$ cat src/rtl/mole_scheduler_pkg.sv
// rtl/mole_scheduler_pkg.sv - shared types and constants for the mole scheduler
// Purpose : state encoding, hole count, LFSR feedback taps and a one-hot helper
//           shared by the scheduler top and its LFSR/index sub-module.
// Ports   : none (package).
package mole_scheduler_pkg;

  typedef enum logic [1:0] {
    ST_IDLE = 2'd0,
    ST_SHOW = 2'd1,
    ST_GAP  = 2'd2
  } state_t;

  localparam int N_HOLES = 10;

  // Fibonacci feedback taps 8,6,5,4 (bits 7,5,4,3): x^8 + x^6 + x^5 + x^4 + 1
  localparam logic [7:0] LFSR_TAPS = 8'hB8;

  function automatic logic [N_HOLES-1:0] hole_onehot(input logic [3:0] idx);
    hole_onehot = N_HOLES'(1) << idx;
  endfunction

endpackage

$ cat src/rtl/mole_lfsr.sv
// rtl/mole_lfsr.sv - free-running 8-bit LFSR with mod-10 hole index mapping
// Purpose : advances every clock regardless of game state and maps its low
//           nibble onto a hole index that never repeats the previous hole.
// Ports   : clk, rst      - clock, asynchronous active-high reset
//           i_hole_idx    - index of the current/last lit hole
//           o_index       - next hole index to light
module mole_lfsr
  import mole_scheduler_pkg::*;
#(
  parameter logic [7:0] LFSR_SEED = 8'hA5
) (
  input  logic       clk,
  input  logic       rst,
  input  logic [3:0] i_hole_idx,
  output logic [3:0] o_index
);

  logic [7:0] r_lfsr;
  logic [3:0] w_raw;
  logic [3:0] w_cand;

  always_ff @(posedge clk or posedge rst) begin
    if (rst) begin
      r_lfsr <= LFSR_SEED;
    end else begin
      r_lfsr <= {r_lfsr[6:0], ^(r_lfsr & LFSR_TAPS)};
    end
  end

  // Fold 10..15 back onto 0..5; slightly biased toward low holes, which is fine for a game.
  assign w_raw  = r_lfsr[3:0];
  assign w_cand = (w_raw < 4'(N_HOLES)) ? w_raw : w_raw - 4'(N_HOLES);

  // Bump past the previous hole so the same hole is never lit twice in a row.
  assign o_index = (w_cand != i_hole_idx)        ? w_cand :
                   (w_cand == 4'(N_HOLES - 1))   ? 4'd0   : w_cand + 4'd1;

endmodule

$ cat src/rtl/mole_scheduler.sv
// rtl/mole_scheduler.sv - whack-a-mole hole scheduler
// Purpose : lights one random hole per spawn, times it out after LIFE_TICKS
//           speed ticks, and reports hits and per-hole misses.
// Ports   : clk, rst   - clock, asynchronous active-high reset
//           tick       - one-cycle speed pulse
//           enable     - game running; low forces IDLE
//           sw         - one-hot player switches, asynchronous to clk
//           out        - registered one-hot lit hole
//           fail       - registered one-cycle per-hole miss pulses
//           hit        - registered one-cycle correct-whack pulse
//           hole_idx   - index of the current or last lit hole
module mole_scheduler #(
  parameter int         N_HOLES    = mole_scheduler_pkg::N_HOLES,
  parameter int         LIFE_TICKS = 3,
  parameter logic [7:0] LFSR_SEED  = 8'hA5
) (
  input  logic               clk,
  input  logic               rst,
  input  logic               tick,
  input  logic               enable,
  input  logic [N_HOLES-1:0] sw,
  output logic [N_HOLES-1:0] out,
  output logic [N_HOLES-1:0] fail,
  output logic               hit,
  output logic [3:0]         hole_idx
);

  import mole_scheduler_pkg::*;

  logic [N_HOLES-1:0] r_sync1;
  logic [N_HOLES-1:0] r_sync2;
  logic [N_HOLES-1:0] r_sync_q;
  logic [N_HOLES-1:0] w_whack;
  logic [N_HOLES-1:0] w_wrong;
  logic [N_HOLES-1:0] w_wrong_one;
  logic               w_correct;

  state_t             r_state;
  state_t             w_state;
  logic [N_HOLES-1:0] r_out;
  logic [N_HOLES-1:0] w_out;
  logic [N_HOLES-1:0] r_fail;
  logic [N_HOLES-1:0] w_fail;
  logic               r_hit;
  logic               w_hit;
  logic [3:0]         r_hole_idx;
  logic [3:0]         w_hole_idx;
  logic [3:0]         r_life;
  logic [3:0]         w_life;
  logic [3:0]         w_index;

  mole_lfsr #(
    .LFSR_SEED (LFSR_SEED)
  ) u_lfsr (
    .clk        (clk),
    .rst        (rst),
    .i_hole_idx (r_hole_idx),
    .o_index    (w_index)
  );

  // Two-flop synchronizer plus one delay flop for rising-edge detection.
  always_ff @(posedge clk or posedge rst) begin
    if (rst) begin
      r_sync1  <= '0;
      r_sync2  <= '0;
      r_sync_q <= '0;
    end else begin
      r_sync1  <= sw;
      r_sync2  <= r_sync1;
      r_sync_q <= r_sync2;
    end
  end

  assign w_whack   = r_sync2 & ~r_sync_q;
  assign w_correct = |(w_whack & r_out);
  assign w_wrong   = w_whack & ~r_out;
  // Keep only the lowest wrong whack so fail never carries two bits.
  assign w_wrong_one = w_wrong & (~w_wrong + N_HOLES'(1));

  always_comb begin
    w_state    = r_state;
    w_out      = r_out;
    w_fail     = '0;
    w_hit      = 1'b0;
    w_hole_idx = r_hole_idx;
    w_life     = r_life;
    if (!enable) begin
      w_state = ST_IDLE;
      w_out   = '0;
    end else begin
      case (r_state)
        ST_IDLE: begin
          if (tick) begin
            w_hole_idx = w_index;
            w_out      = hole_onehot(w_index);
            w_life     = 4'(LIFE_TICKS);
            w_state    = ST_SHOW;
          end
        end
        ST_SHOW: begin
          w_fail = w_wrong_one;
          // A correct whack beats a coincident tick: no decrement, no expiry.
          if (w_correct) begin
            w_hit   = 1'b1;
            w_out   = '0;
            w_state = ST_GAP;
          end else if (tick) begin
            if (r_life == 4'd1) begin
              // Expiry miss takes the fail bus over any coincident wrong whack.
              w_fail  = hole_onehot(r_hole_idx);
              w_out   = '0;
              w_state = ST_GAP;
            end else begin
              w_life = r_life - 4'd1;
            end
          end
        end
        ST_GAP: begin
          if (tick) begin
            w_state = ST_IDLE;
          end
        end
        default: begin
          w_state = ST_IDLE;
          w_out   = '0;
        end
      endcase
    end
  end

  always_ff @(posedge clk or posedge rst) begin
    if (rst) begin
      r_state    <= ST_IDLE;
      r_out      <= '0;
      r_fail     <= '0;
      r_hit      <= 1'b0;
      r_hole_idx <= 4'd0;
      r_life     <= 4'd0;
    end else begin
      r_state    <= w_state;
      r_out      <= w_out;
      r_fail     <= w_fail;
      r_hit      <= w_hit;
      r_hole_idx <= w_hole_idx;
      r_life     <= w_life;
    end
  end

  assign out      = r_out;
  assign fail     = r_fail;
  assign hit      = r_hit;
  assign hole_idx = r_hole_idx;

endmodule

$ cat config.mk
export PLATFORM = sky130hd
export DESIGN_NAME = mole_scheduler
export DESIGN_NICKNAME = d
export VERILOG_FILES = /design/src/rtl/mole_scheduler_pkg.sv /design/src/rtl/mole_lfsr.sv /design/src/rtl/mole_scheduler.sv
export SDC_FILE = /design/constraint.sdc
export NUM_CORES = 1
export LEC_CHECK = 0
export CAP_MARGIN = 20
export CELL_PAD_IN_SITES_DETAIL_PLACEMENT = 0
export CELL_PAD_IN_SITES_GLOBAL_PLACEMENT = 2
export CORE_MARGIN = 2
export CORE_UTILIZATION = 38
export CTS_CLUSTER_DIAMETER = 150
export CTS_CLUSTER_SIZE = 28
export DETAILED_ROUTE_END_ITERATION = 8
export MAX_ROUTING_LAYER = met4
export PLACE_DENSITY = 0.84
export SLEW_MARGIN = 40
export SYNTH_ARGS = -nofsm -noshare
export SYNTH_HDL_FRONTEND = slang
export SYNTH_SLANG_ARGS = --single-unit
$ cat constraint.sdc
create_clock -name clk -period 5.2 [get_ports clk]
set_input_delay 1.56 -clock clk [delete_from_list [all_inputs] [get_ports clk]]
set_output_delay 1.56 -clock clk [all_outputs]
set_load 0.005 [all_outputs]
After elaboration in Yosys (flattened, before gate mapping) --
Cells that the tools add are included.
Storage, ports and cells: output and inout bits 25, register bits after elaboration 69, input bits 14, word-level logic and storage cells 75
Cells by class: shift-type cells 2, add/sub/neg operators 4, magnitude comparators 1, reduce and logical (&&, ||, !) cells 8, bitwise operators 7, multiplexer cells 29, equal/unequal tests 14
Operators with widths (number):
- two-way mux 10 bit | 10
- bitwise AND 10 bit | 4
- inverter 10 bit | 3
- one-hot mux 10 bit (3 select lines) | 1
- two-way mux 4 bit | 7
- left shift 1 x 4 -> 10 bit (first input constant) | 2
- two-way mux 2 bit | 6
- adder 10 x 1 -> 10 bit (second input constant) | 1
- inequality test 2 bit (second input constant) | 5
- OR reduction 10 bit | 1
- inequality test 4 bit (second input constant) | 2
- one-hot mux 4 bit (2 select lines) | 1
- AND reduction 4 bit | 2
- parity 8 bit | 1
- inequality test 3 bit (second input constant) | 2
- one-hot mux 2 bit (3 select lines) | 1
- AND reduction 6 bit | 1
- adder 4 x 1 -> 4 bit (second input constant) | 1
- == test 4 x 1 -> 1 bit (second input constant) | 1
- == test 4 bit (second input constant) | 1
- less-than comparator 4 bit (second input constant) | 1
- inequality test 4 bit | 1
- subtractor 4 x 1 -> 4 bit (second input constant) | 1
- subtractor 4 bit (second input constant) | 1
- 6 further kinds | 8

Logic depth before layout (Yosys ltp) --
Gate-level depths: netlist (run 1).
word-level depth 11, mapped depth 10, depth with buffers taken out 8

Cells and area by module --
Synthesis (run 1) repeated with hierarchy kept, for this count alone.
Second synthesis, totals: cell total of the unflattened synthesis 259, area, all modules 2961.6 um^2
Modules (own cells, without submodules):
- mole_scheduler | cells an instance 203, instances 1, sequential area each 1526.5 um^2, area an instance 2414.8 um^2
- mole_lfsr | cells an instance 56, instances 1, sequential area each 205.2 um^2, area an instance 546.8 um^2

Least setup slack after synthesis (run 1) --
No wires, ideal clock.
path kind input port to flip-flop, start in tick, end reg r_hole_idx[2] (netlist: hole_idx[2]), path slack 2536 ps, stages on the path 5, path buffers 0, setup time 65 ps, data required time 5135 ps, arrival time 2599 ps, cell sequence nor2b_1 nand3_1 or3_1 mux2_1 nand2_1
On the way: cells in the longest elaborated chain, start to end 1
Ends and longest elaborated chain:
- start: declaration | RTL line mole_scheduler.sv:19 | input logic tick,
- AND reduction 3 bit (no line)
- end signal: assignment | RTL line mole_scheduler.sv:144 | r_hole_idx <= w_hole_idx;
- end: declaration | RTL line mole_scheduler.sv:46 | logic [3:0] r_hole_idx;
No other way between the ends. A chain may end at the register's enable or synchronous reset.

Worst setup path after layout (run 1) --
start in tick, end reg r_out[7] (netlist: out[7])
On the way: cells in the longest elaborated chain, start to end 2, elaborated cells on any way between the ends 3
Ends and longest elaborated chain:
- inequality test 4 bit (no line) / inequality test 3 bit (equally long branches)
- AND reduction 4 bit (no line) *
- end signal: assignment | RTL line mole_scheduler.sv:141 | r_out <= w_out;
- end: declaration | RTL line mole_scheduler.sv:40 | logic [N_HOLES-1:0] r_out;
Every way passes the cells marked *; elsewhere a longest branch is shown, timed or not.

==> results.py, run 1 <==
metrics = {
    "run_status": {
        "outcome": "finished clean",
    },
    "logic_synthesis": {
        "ys_types": 56,
        "synth_compound_area_share_pct": 11.5,
        "synth_top_family_by_area": "simple AND/OR/NAND/NOR gates",
        "synth_top_area_share_pct": 54.9,
        "synth_most_common_cell": "dfrtp_1",
        "synth_xor_area_share_pct": 1.77,
        "ys_seq_elements": 69,
        "synth_mux_area_share_pct": 1.06,
        "synth_nets": 287,
        "syn_area_per_cell_um2": 11.0,
        "netlist_top_cells_count": "dfrtp_1 (65), nand2_1 (32), nor2_1 (19)",
        "async_flop_share_pct": 100,
        "synth-edff-count": 0,
        "yosysWarnings": 0,
        "synth_cells": 270,
        "synth-simple-area-share_pct": 23.2,
        "seq_area_frac_synth_pct": 58.5,
        "synth_top_cells_by_area": "dfrtp_1 (55%), nand2_1 (4.1%), dfstp_2 (3.5%), nand3b_1 (3.0%), nor3b_1 (3.0%)",
        "synth_fa_ha_area_share_pct": 1.27,
        "synth_area_um2": 2960,
        "synth_top_cell_by_area": "dfrtp_1",
        "synth_flop_cell": "dfrtp_1",
    },
    "final_layout": {
        "final_nets": 331,
        "area_growth_pct": 22.6,
        "n_antenna_cell": 0,
        "drive_above_1_share_pct": 9.72,
        "n_fill_cell": 735,
        "fin_util_pct": 47.5,
    },
    "global_route": {
        "overflow": 0,
        "grt_pass1_vias": 2079,
        "grt_max_degree": 37,
        "grtUsageTotal_pct": 16.5,
        "grt_pass1_wl_mm": 10.5,
        "antenna_found_initial": 0,
    },
    "detailed_routing": {
        "first_iter_violations": 118,
        "num_vias": 2152,
        "drc": 0,
        "wl_per_cell_um": 14.9,
        "vias_per_cell": 5.11,
        "final_antenna_net_count": 0,
        "first_pass_iters": 5,
        "wl_mm": 6.27,
    },
    "clock_tree": {
        "cts_num_sinks": 69,
        "cts.repair.resized": 0,
        "hold_buffers": 0,
        "postCtsSetupBuffers": 0,
        "clk_pin_slew_worst_paths_ns": 0.07,
        "cts_root_buf": "clkbuf_8",
        "insertion_delay_ns": 0.34,
        "cts_buffers": 9,
        "cts_tree": "yes",
        "htree_levels": 3,
        "clockBufferDepth": 2,
    },
    "critical_path": {
        "required_ns": 5.45,
        "r2r_end": "hole_idx[1]$_DFFE_PP0P_",
        "worstSetupEndpointType": "register",
        "r2r-start": "u_lfsr.r_lfsr[2]$_DFF_PP1_",
        "worstSetupStartpointType": "input pin",
        "path_class": "in -> reg",
        "critical_path.max_fanout": 7,
        "reg2regPathDepth": 8,
        "rrSetupSlack_ns": 2.62,
        "arrival_ns": 3.34,
        "crit_start": "tick",
    },
    "hold_path": {
        "hold_end": "r_sync2[6]$_DFF_PP0_",
        "min_path_type": "reg -> reg",
        "hold-path-cell-count": 0,
        "min_from": "r_sync1[6]$_DFF_PP0_",
    },
    "sta": {
        "setup-violations-final": 0,
        "worst_hold_slack_ns": 0.348,
        "fmax_mhz": 324,
        "finalCritPeriodShare_pct": 59.4,
        "hold_viol": 0,
        "slew_headroom_pct": 54.0,
        "post-route-min-period_ns": 3.09,
        "maxSlewViolCount": 0,
        "skew_ns": 0.00713,
        "setup-tns-final_ns": 0,
        "tightest_slew_ns": 0.689,
        "rsz0062_at_grt": "false",
        "setup_ws_ns": 2.11,
    },
    "floorplanning": {
        "die_area_um2": 8520,
        "start_util_pct": 38.7,
        "pin_count": 39,
        "coreArea_um2": 7650,
        "rows": 32,
        "die_w_um": 92.3,
        "die_y_um": 92.3,
    },
    "place": {
        "pre_cts_slack_ns": 1.77,
        "hpwl_mm": 4.54,
        "gp_congestion": 0.794,
        "port_buffers": 38,
    },
    "pwr": {
        "vdd_drop_max_uv": 158,
        "powerDensity_nw_per_um2": 318,
        "p_leak_nw": 1.49,
    },
    "job": {
        "cap_violations": 0,
    },
}
-- flip-flops by register name, indices dropped and copies added, names as in the netlist --
| signal | cells |
|---|---|
| r_state | 2 |
| r_sync2 | 10 |
| out | 10 |
| r_life | 4 |
| fail | 10 |
| r_sync_q | 10 |
| r_sync1 | 10 |
| u_lfsr.r_lfsr | 8 |
| hit | 1 |
| hole_idx | 4 |
-- layout by cell type (no fill, tap or decap), types with 3 or more instances in the layout --
| cell | netlist | routed |
|---|---|---|
| dfrtp_1 | 65 | 65 |
| clkdlybuf4s50_1 | 0 | 38 |
| nand2_1 | 32 | 32 |
| nor2_1 | 19 | 19 |
| nand3b_1 | 12 | 12 |
| nor3b_1 | 12 | 12 |
| nand3_1 | 10 | 10 |
| clkbuf_8 | 0 | 10 |
| a21oi_1 | 9 | 9 |
| inv_1 | 9 | 8 |
| nor3_1 | 7 | 7 |
| nand4_1 | 6 | 6 |
| o21ai_0 | 6 | 6 |
| a31oi_1 | 5 | 5 |
| o21ai_1 | 5 | 5 |
| o221ai_1 | 5 | 5 |
| nor2b_1 | 4 | 4 |
| dfstp_2 | 4 | 4 |
| nor4_1 | 3 | 3 |
| xor2_1 | 3 | 3 |
| nand2b_1 | 3 | 3 |
| xnor2_1 | 3 | 3 |
| or3_1 | 3 | 3 |
| ha_1 | 3 | 3 |
-- metal layers --
layer  global-route usage (%)  vias up  wire, µm  part of all wire [%]
met5                        -        -         0                     0
met4                     4.85        0        76                   1.2
met3                     4.77        9       264                   4.2
met2                     23.5       50      2800                    45
met1                     23.1     1029      3140                    50
li1                         -     1064         -                     -
-- worst max-delay path, cell delays in order --
cell             delay, ns
clkdlybuf4s50_1       0.55
nor2b_1               0.20
nand3_1               0.25
a21oi_1               0.36
nand3_1               0.20
o21ai_0               0.21
-- layout make-up --
cell class	instances	area (µm²)	area share [%]
clock buffer	12	145	4.00
clock inverter	4	47.5	1.31
inverter	10	37.5	1.03
multi-input combinational	184	1150	31.6
sequential	69	1730	47.7
tap	102	128	3.51
timing repair buffer	40	395	10.9
-- per-stage QoR --
stage	instance area, µm²	cells	power (mW)
2_1_floorplan	2960	270	0.682
3_3_place_gp	3440	405	0.739
3_5_place_dp	3440	405	0.741
4_1_cts	3630	421	1.17
5_1_grt	3630	421	1.21
6_report	3630	421	1.15
-- cells by family after synthesis --
logic type / Yosys count
and+or+nand+nor: 124
DFF: 69
AOI/OAI and AO/OA: 48
buffers and inverters: 17
xor gates and xnor gates: 6
muxes: 3
adders and majority gates: 3
-- report_power, final --
| group | internal, mW | switching (mW) | total [mW] |
|---|---|---|---|
| sequential | 0.561 | 0.0262 | 0.587 |
| combinational | 0.0616 | 0.0814 | 0.143 |
| clock | 0.233 | 0.191 | 0.424 |
-- worst max path at each step --
stage	end	slack [ns]	depth (start not counted)
after CTS	out[7]$_DFFE_PP0P_	2.12	6
after global routing	out[7]$_DFFE_PP0P_	1.89	6
after global placement	out[7]$_DFFE_PP0P_	1.81	6
after floorplan	fail[0]$_DFF_PP0_	1.91	1
after detailed placement	out[6]$_DFFE_PP0P_	1.77	6
final	out[7]$_DFFE_PP0P_	2.11	6
(Power assumes the default switching activity.)
==> run 2, diff against run 1 <==
--- a/config.mk
+++ b/config.mk
@@ -9,12 +9,12 @@
 export CELL_PAD_IN_SITES_DETAIL_PLACEMENT = 0
 export CELL_PAD_IN_SITES_GLOBAL_PLACEMENT = 2
 export CORE_MARGIN = 2
-export CORE_UTILIZATION = 38
+export CORE_UTILIZATION = 32
 export CTS_CLUSTER_DIAMETER = 150
 export CTS_CLUSTER_SIZE = 28
 export DETAILED_ROUTE_END_ITERATION = 8
 export MAX_ROUTING_LAYER = met4
-export PLACE_DENSITY = 0.84
+export PLACE_DENSITY = 0.76
 export SLEW_MARGIN = 40
 export SYNTH_ARGS = -nofsm -noshare
 export SYNTH_HDL_FRONTEND = slang
==> constraint.sdc (replaced) <==
create_clock -name clk -period 2.5 [get_ports clk]
set_input_delay 0.75 -clock clk [delete_from_list [all_inputs] [get_ports clk]]
set_output_delay 0.75 -clock clk [all_outputs]
set_load 0.005 [all_outputs]
==> run 2 against run 1 <==
Effect of this change: worst setup slack worse by 1.9 ns; global-route usage is 1.3 points lower; final cell count is 5.7% higher; critical path depth is 2 higher; die area is 18% higher.
==> results.py, run 2 (synthesis gave the netlist of run 1 again) <==
metrics = {
    "clock_tree": {
        "clk_pin_slew_worst_paths_ns": 0.07,
        "hold_buffers": 0,
        "htree_levels": 3,
        "cts_tree": "yes",
        "clockBufferDepth": 2,
        "cts_buffers": 9,
        "cts.repair.resized": 0,
        "cts_root_buf": "clkbuf_8",
        "postCtsSetupBuffers": 0,
        "cts_num_sinks": 69,
        "insertion_delay_ns": 0.34,
    },
    "final_layout": {
        "mostFrequentLayoutCells": "dfrtp_1 (65), clkdlybuf4s50_1 (38), nand2_1 (32)",
        "drive_above_1_share_pct": 14.1,
        "n_fill_cell": 905,
        "final_nets": 347,
        "final_common_cell": "dfrtp_1",
        "multi_input_area_um2": 1150,
        "seq_area_um2": 1730,
        "area_growth_pct": 27.5,
        "n_antenna_cell": 0,
    },
    "place": {
        "gp_congestion": 0.904,
        "port_buffers": 38,
        "hpwl_mm": 5.06,
    },
    "critical_path": {
        "required_ns": 2.77,
        "worstSetupStartpointType": "register",
        "worstSetupEndpointType": "register",
        "arrival_ns": 2.60,
        "path_class": "reg -> reg",
        "critical_path.max_fanout": 4,
    },
    "hold_path": {
        "min_path_type": "reg -> reg",
    },
    "sta": {
        "setup-violations-final": 0,
        "maxSlewViolCount": 0,
        "finalCritPeriodShare_pct": 93.3,
        "fmax_mhz": 429,
        "skew_ns": 0.00938,
        "rsz0062_at_grt": "false",
        "setup-tns-final_ns": 0,
        "worst_hold_slack_ns": 0.350,
        "hold_viol": 0,
        "slew_headroom_pct": 57.8,
        "post-route-min-period_ns": 2.33,
        "tightest_slew_ns": 0.632,
    },
    "global_route": {
        "overflow": 0,
        "grt_pass1_vias": 2236,
        "grtUsageTotal_pct": 15.2,
        "grt_max_degree": 25,
        "antenna_found_initial": 0,
        "grt_pass1_wl_mm": 11.4,
    },
    "detailed_routing": {
        "final_antenna_net_count": 0,
        "wl_mm": 6.82,
        "first_pass_iters": 4,
        "num_vias": 2265,
        "drc": 0,
        "vias_per_cell": 5.09,
        "wl_per_cell_um": 15.3,
        "first_iter_violations": 141,
    },
    "pwr": {
        "p_leak_nw": 1.57,
        "vdd_drop_max_uv": 306,
        "powerDensity_nw_per_um2": 621,
    },
    "floorplanning": {
        "coreArea_um2": 9110,
        "die_y_um": 100,
        "die_w_um": 100,
        "rows": 35,
        "die_area_um2": 10000,
        "start_util_pct": 32.5,
        "pin_count": 39,
    },
    "run_status": {
        "outcome": "finished clean",
    },
    "job": {
        "cap_violations": 0,
    },
}
run 2: cell count changes in the layout (fill, tap and decap cells not counted), sizes merged:
| cell | previous run | this run |
|---|---|---|
| buf | 2 | 18 |
| bufinv | 1 | 0 |
| clkbuf | 12 | 11 |
| clkinvlp | 1 | 2 |
run 2: area by class of cell:
| class | count | share of cell area, % |
|---|---|---|
| clock inverters | 4 | 0.663 |
| well taps | 111 | 3.68 |
| multi-input cells | 184 | 30.4 |
| repair buffers | 56 | 14.7 |
| clock buffers | 11 | 3.75 |
| inverters | 10 | 0.994 |
| flip-flops and latches | 69 | 45.9 |
run 2: through the flow:
| step | power (mW) | utilization [%] | worst slack [ns] | instances | area, µm² |
|---|---|---|---|---|---|
| 2_1_floorplan | 1.42 | - | 0.0168 | 270 | 2960 |
| 3_3_place_gp | 1.57 | 39.6 | 0.0997 | 430 | 3610 |
| 3_5_place_dp | 1.57 | 39.6 | 0.0756 | 430 | 3610 |
| 4_1_cts | 2.37 | 41.4 | 0.182 | 445 | 3770 |
| 5_1_grt | 2.45 | 41.4 | 0.00150 | 445 | 3770 |
| 6_report | 2.35 | 41.4 | 0.167 | 445 | 3770 |
run 2: where the power goes:
group | switching, mW | total (mW) | internal [mW]
Sequential | 0.0534 | 1.22 | 1.17
Clock | 0.419 | 0.798 | 0.378
Combinational | 0.175 | 0.329 | 0.154
run 2: final timing paths:
check                                      startpoint                      end  slack (ns)  cells past startpoint
setup / recovery           u_lfsr.r_lfsr[2]$_DFF_PP1_  hole_idx[1]$_DFFE_PP0P_        0.17                      8
hold / removal                   r_sync1[4]$_DFF_PP0_     r_sync2[4]$_DFF_PP0_        0.35                      0
setup reg to reg           u_lfsr.r_lfsr[2]$_DFF_PP1_  hole_idx[1]$_DFFE_PP0P_        0.17                      8
hold reg to reg                  r_sync1[4]$_DFF_PP0_     r_sync2[4]$_DFF_PP0_        0.35                      0
max in group asynchronous                         rst     r_sync2[2]$_DFF_PP0_        1.21                      3
min in group asynchronous                         rst     r_sync1[0]$_DFF_PP0_        0.79                      2
run 2: per-layer routing:
layer | up-vias | part of all wire, % | global-route usage, %
li1 | 1090 | - | -
met1 | 1096 | 49 | 20.5
met2 | 75 | 46 | 22.8
met3 | 4 | 4.7 | 3.97
met4 | 0 | 0.57 | 4.43
met5 | - | 0 | -
run 2: critical path: stages, from the launching register on:
cell	delay, ns
dfstp_2	0.54
inv_2	0.04
ha_1	0.31
nand3b_1	0.16
o21ai_0	0.09
a31oi_1	0.20
or3_1	0.46
o31a_1	0.31
a22oi_2	0.14
==> run 3, diff against run 2 <==
--- a/config.mk
+++ b/config.mk
@@ -8,13 +8,14 @@
 export CAP_MARGIN = 20
 export CELL_PAD_IN_SITES_DETAIL_PLACEMENT = 0
 export CELL_PAD_IN_SITES_GLOBAL_PLACEMENT = 2
-export CORE_MARGIN = 2
+export CORE_MARGIN = 3
 export CORE_UTILIZATION = 32
 export CTS_CLUSTER_DIAMETER = 150
 export CTS_CLUSTER_SIZE = 28
 export DETAILED_ROUTE_END_ITERATION = 8
 export MAX_ROUTING_LAYER = met4
 export PLACE_DENSITY = 0.76
+export SKIP_CTS_REPAIR_TIMING = 1
 export SLEW_MARGIN = 40
 export SYNTH_ARGS = -nofsm -noshare
 export SYNTH_HDL_FRONTEND = slang
==> run 3 against run 2 <==
Effect of this change: clock skew up 0.0027 ns; hold slack about the same; critical endpoint is now out[2]$_DFFE_PP0P_; critical path type unchanged; non-clock buffer count down 1; routed wire length up 0.28%; combinational power about the same; sequential share of layout area down 0.89 points; worst setup slack better by 0.015 ns; global-route usage down 0.30 points; largest power group unchanged; clock power up 32%; flip-flop and latch count unchanged; first-iteration DRC count down 18%.
==> results.py, run 3 (synthesis gave the netlist of run 1 again) <==
metrics = {
    "run_status": {
        "outcome": "finished clean",
    },
    "sta": {
        "setup_ws_ns": 0.182,
        "rsz0062_at_grt": "false",
        "post-route-min-period_ns": 2.32,
        "skew_ns": 0.0121,
        "worst_hold_slack_ns": 0.350,
        "hold_viol": 0,
        "setup-violations-final": 0,
        "setup-tns-final_ns": 0,
        "finalCritPeriodShare_pct": 92.7,
        "slew_headroom_pct": 59.3,
        "maxSlewViolCount": 0,
        "fmax_mhz": 431,
        "tightest_slew_ns": 0.605,
    },
    "final_layout": {
        "n_antenna_cell": 0,
        "design_area_um2": 3850,
        "final_common_cell": "dfrtp_1",
        "mostFrequentLayoutCells": "dfrtp_1 (65), clkdlybuf4s50_1 (38), nand2_1 (32)",
        "final_nets": 346,
        "area_growth_pct": 30.0,
        "fin_cells": 442,
        "seq_area_um2": 1730,
        "n_fill_cell": 866,
        "multi_input_area_um2": 1170,
        "drive_above_1_share_pct": 15.3,
    },
    "place": {
        "port_buffers": 38,
        "dp.cells": 426,
        "gp_congestion": 0.912,
        "pre_cts_slack_ns": 0.0779,
        "hpwl_mm": 5.03,
        "place_area_um2": 3600,
    },
    "global_route": {
        "grt_pass1_wl_mm": 11.5,
        "overflow": 0,
        "grt_pass1_vias": 2279,
        "grt_max_degree": 30,
        "antenna_found_initial": 0,
        "grtUsageTotal_pct": 14.9,
    },
    "floorplanning": {
        "start_util_pct": 33.5,
        "rows": 34,
        "coreArea_um2": 8850,
        "die_w_um": 102,
        "die_y_um": 102,
        "pin_count": 39,
        "die_area_um2": 10400,
    },
    "critical_path": {
        "path_class": "reg -> reg",
        "r2r_end": "out[2]$_DFFE_PP0P_",
        "worstSetupEndpointType": "register",
        "critical_path.max_fanout": 5,
        "rrSetupSlack_ns": 0.18,
        "reg2regPathDepth": 9,
        "arrival_ns": 2.52,
        "r2r-start": "u_lfsr.r_lfsr[2]$_DFF_PP1_",
        "required_ns": 2.71,
        "worstSetupStartpointType": "register",
    },
    "clock_tree": {
        "cts_root_buf": "clkbuf_8",
        "cts_tree": "yes",
        "clk_pin_slew_worst_paths_ns": 0.08,
        "htree_levels": 3,
        "cts_buffers": 9,
        "cts_num_sinks": 69,
        "clockBufferDepth": 2,
        "insertion_delay_ns": 0.34,
    },
    "detailed_routing": {
        "wl_per_cell_um": 15.5,
        "first_pass_iters": 4,
        "vias_per_cell": 5.03,
        "wl_mm": 6.84,
        "drc": 0,
        "first_iter_violations": 116,
        "final_antenna_net_count": 0,
        "num_vias": 2224,
    },
    "hold_path": {
        "hold_end": "r_sync2[0]$_DFF_PP0_",
        "min_path_type": "reg -> reg",
        "min_from": "r_sync1[0]$_DFF_PP0_",
        "hold-path-cell-count": 0,
    },
    "pwr": {
        "vdd_drop_max_uv": 329,
        "powerDensity_nw_per_um2": 675,
        "p_leak_nw": 1.60,
    },
    "job": {
        "cap_violations": 0,
    },
}
-- run 3: worst max path at each step --
stage | startpoint | end | slack [ns]
6_report | u_lfsr.r_lfsr[2]$_DFF_PP1_ | out[2]$_DFFE_PP0P_ | 0.18
5_1_grt | u_lfsr.r_lfsr[2]$_DFF_PP1_ | out[4]$_DFFE_PP0P_ | 0.01
4_1_cts | u_lfsr.r_lfsr[2]$_DFF_PP1_ | hole_idx[1]$_DFFE_PP0P_ | 0.16
3_5_place_dp | tick | hole_idx[3]$_DFFE_PP0P_ | 0.08
3_3_place_gp | tick | hole_idx[2]$_DFFE_PP0P_ | 0.12
2_1_floorplan | rst | fail[0]$_DFF_PP0_ | 0.02
-- run 3: power breakdown --
group / switching [mW] / total (mW) / internal (mW) / leakage [nW]
Clock: 0.429 / 1.05 / 0.618 / 0.120
Sequential: 0.0557 / 1.22 / 1.17 / 0.865
Combinational: 0.176 / 0.329 / 0.153 / 0.618
-- run 3: critical path, cell delays in order (launching register included) --
cell and delay, ns:
dfstp_2 0.54, inv_2 0.04, ha_1 0.32, nand3b_1 0.17
o21ai_0 0.11, a31oi_2 0.17, nor4b_2 0.29, buf_4 0.17
a21o_1 0.21, o221ai_1 0.16
-- run 3: routing by layer --
layer,track usage (%),part of all wire [%]
met3,3.75,4.1
met5,-,0
met4,4.94,1.2
met2,22.0,46
met1,20.2,49
-- run 3: cell type report --
| cell class | instances | share of cell area, % |
|---|---|---|
| clock buffer | 11 | 3.93 |
| clock inverter | 5 | 2.14 |
| inverter | 10 | 0.975 |
| multi-input combinational | 184 | 30.3 |
| sequential | 69 | 45.0 |
| tap | 108 | 3.51 |
| timing repair buffer | 55 | 14.2 |
-- run 3: per-stage QoR --
stage	utilization, %	power, mW
floorplan	-	1.42
global placement	40.7	1.57
detailed placement	40.7	1.57
CTS	43.3	2.63
global route	43.5	2.73
finish	43.5	2.60
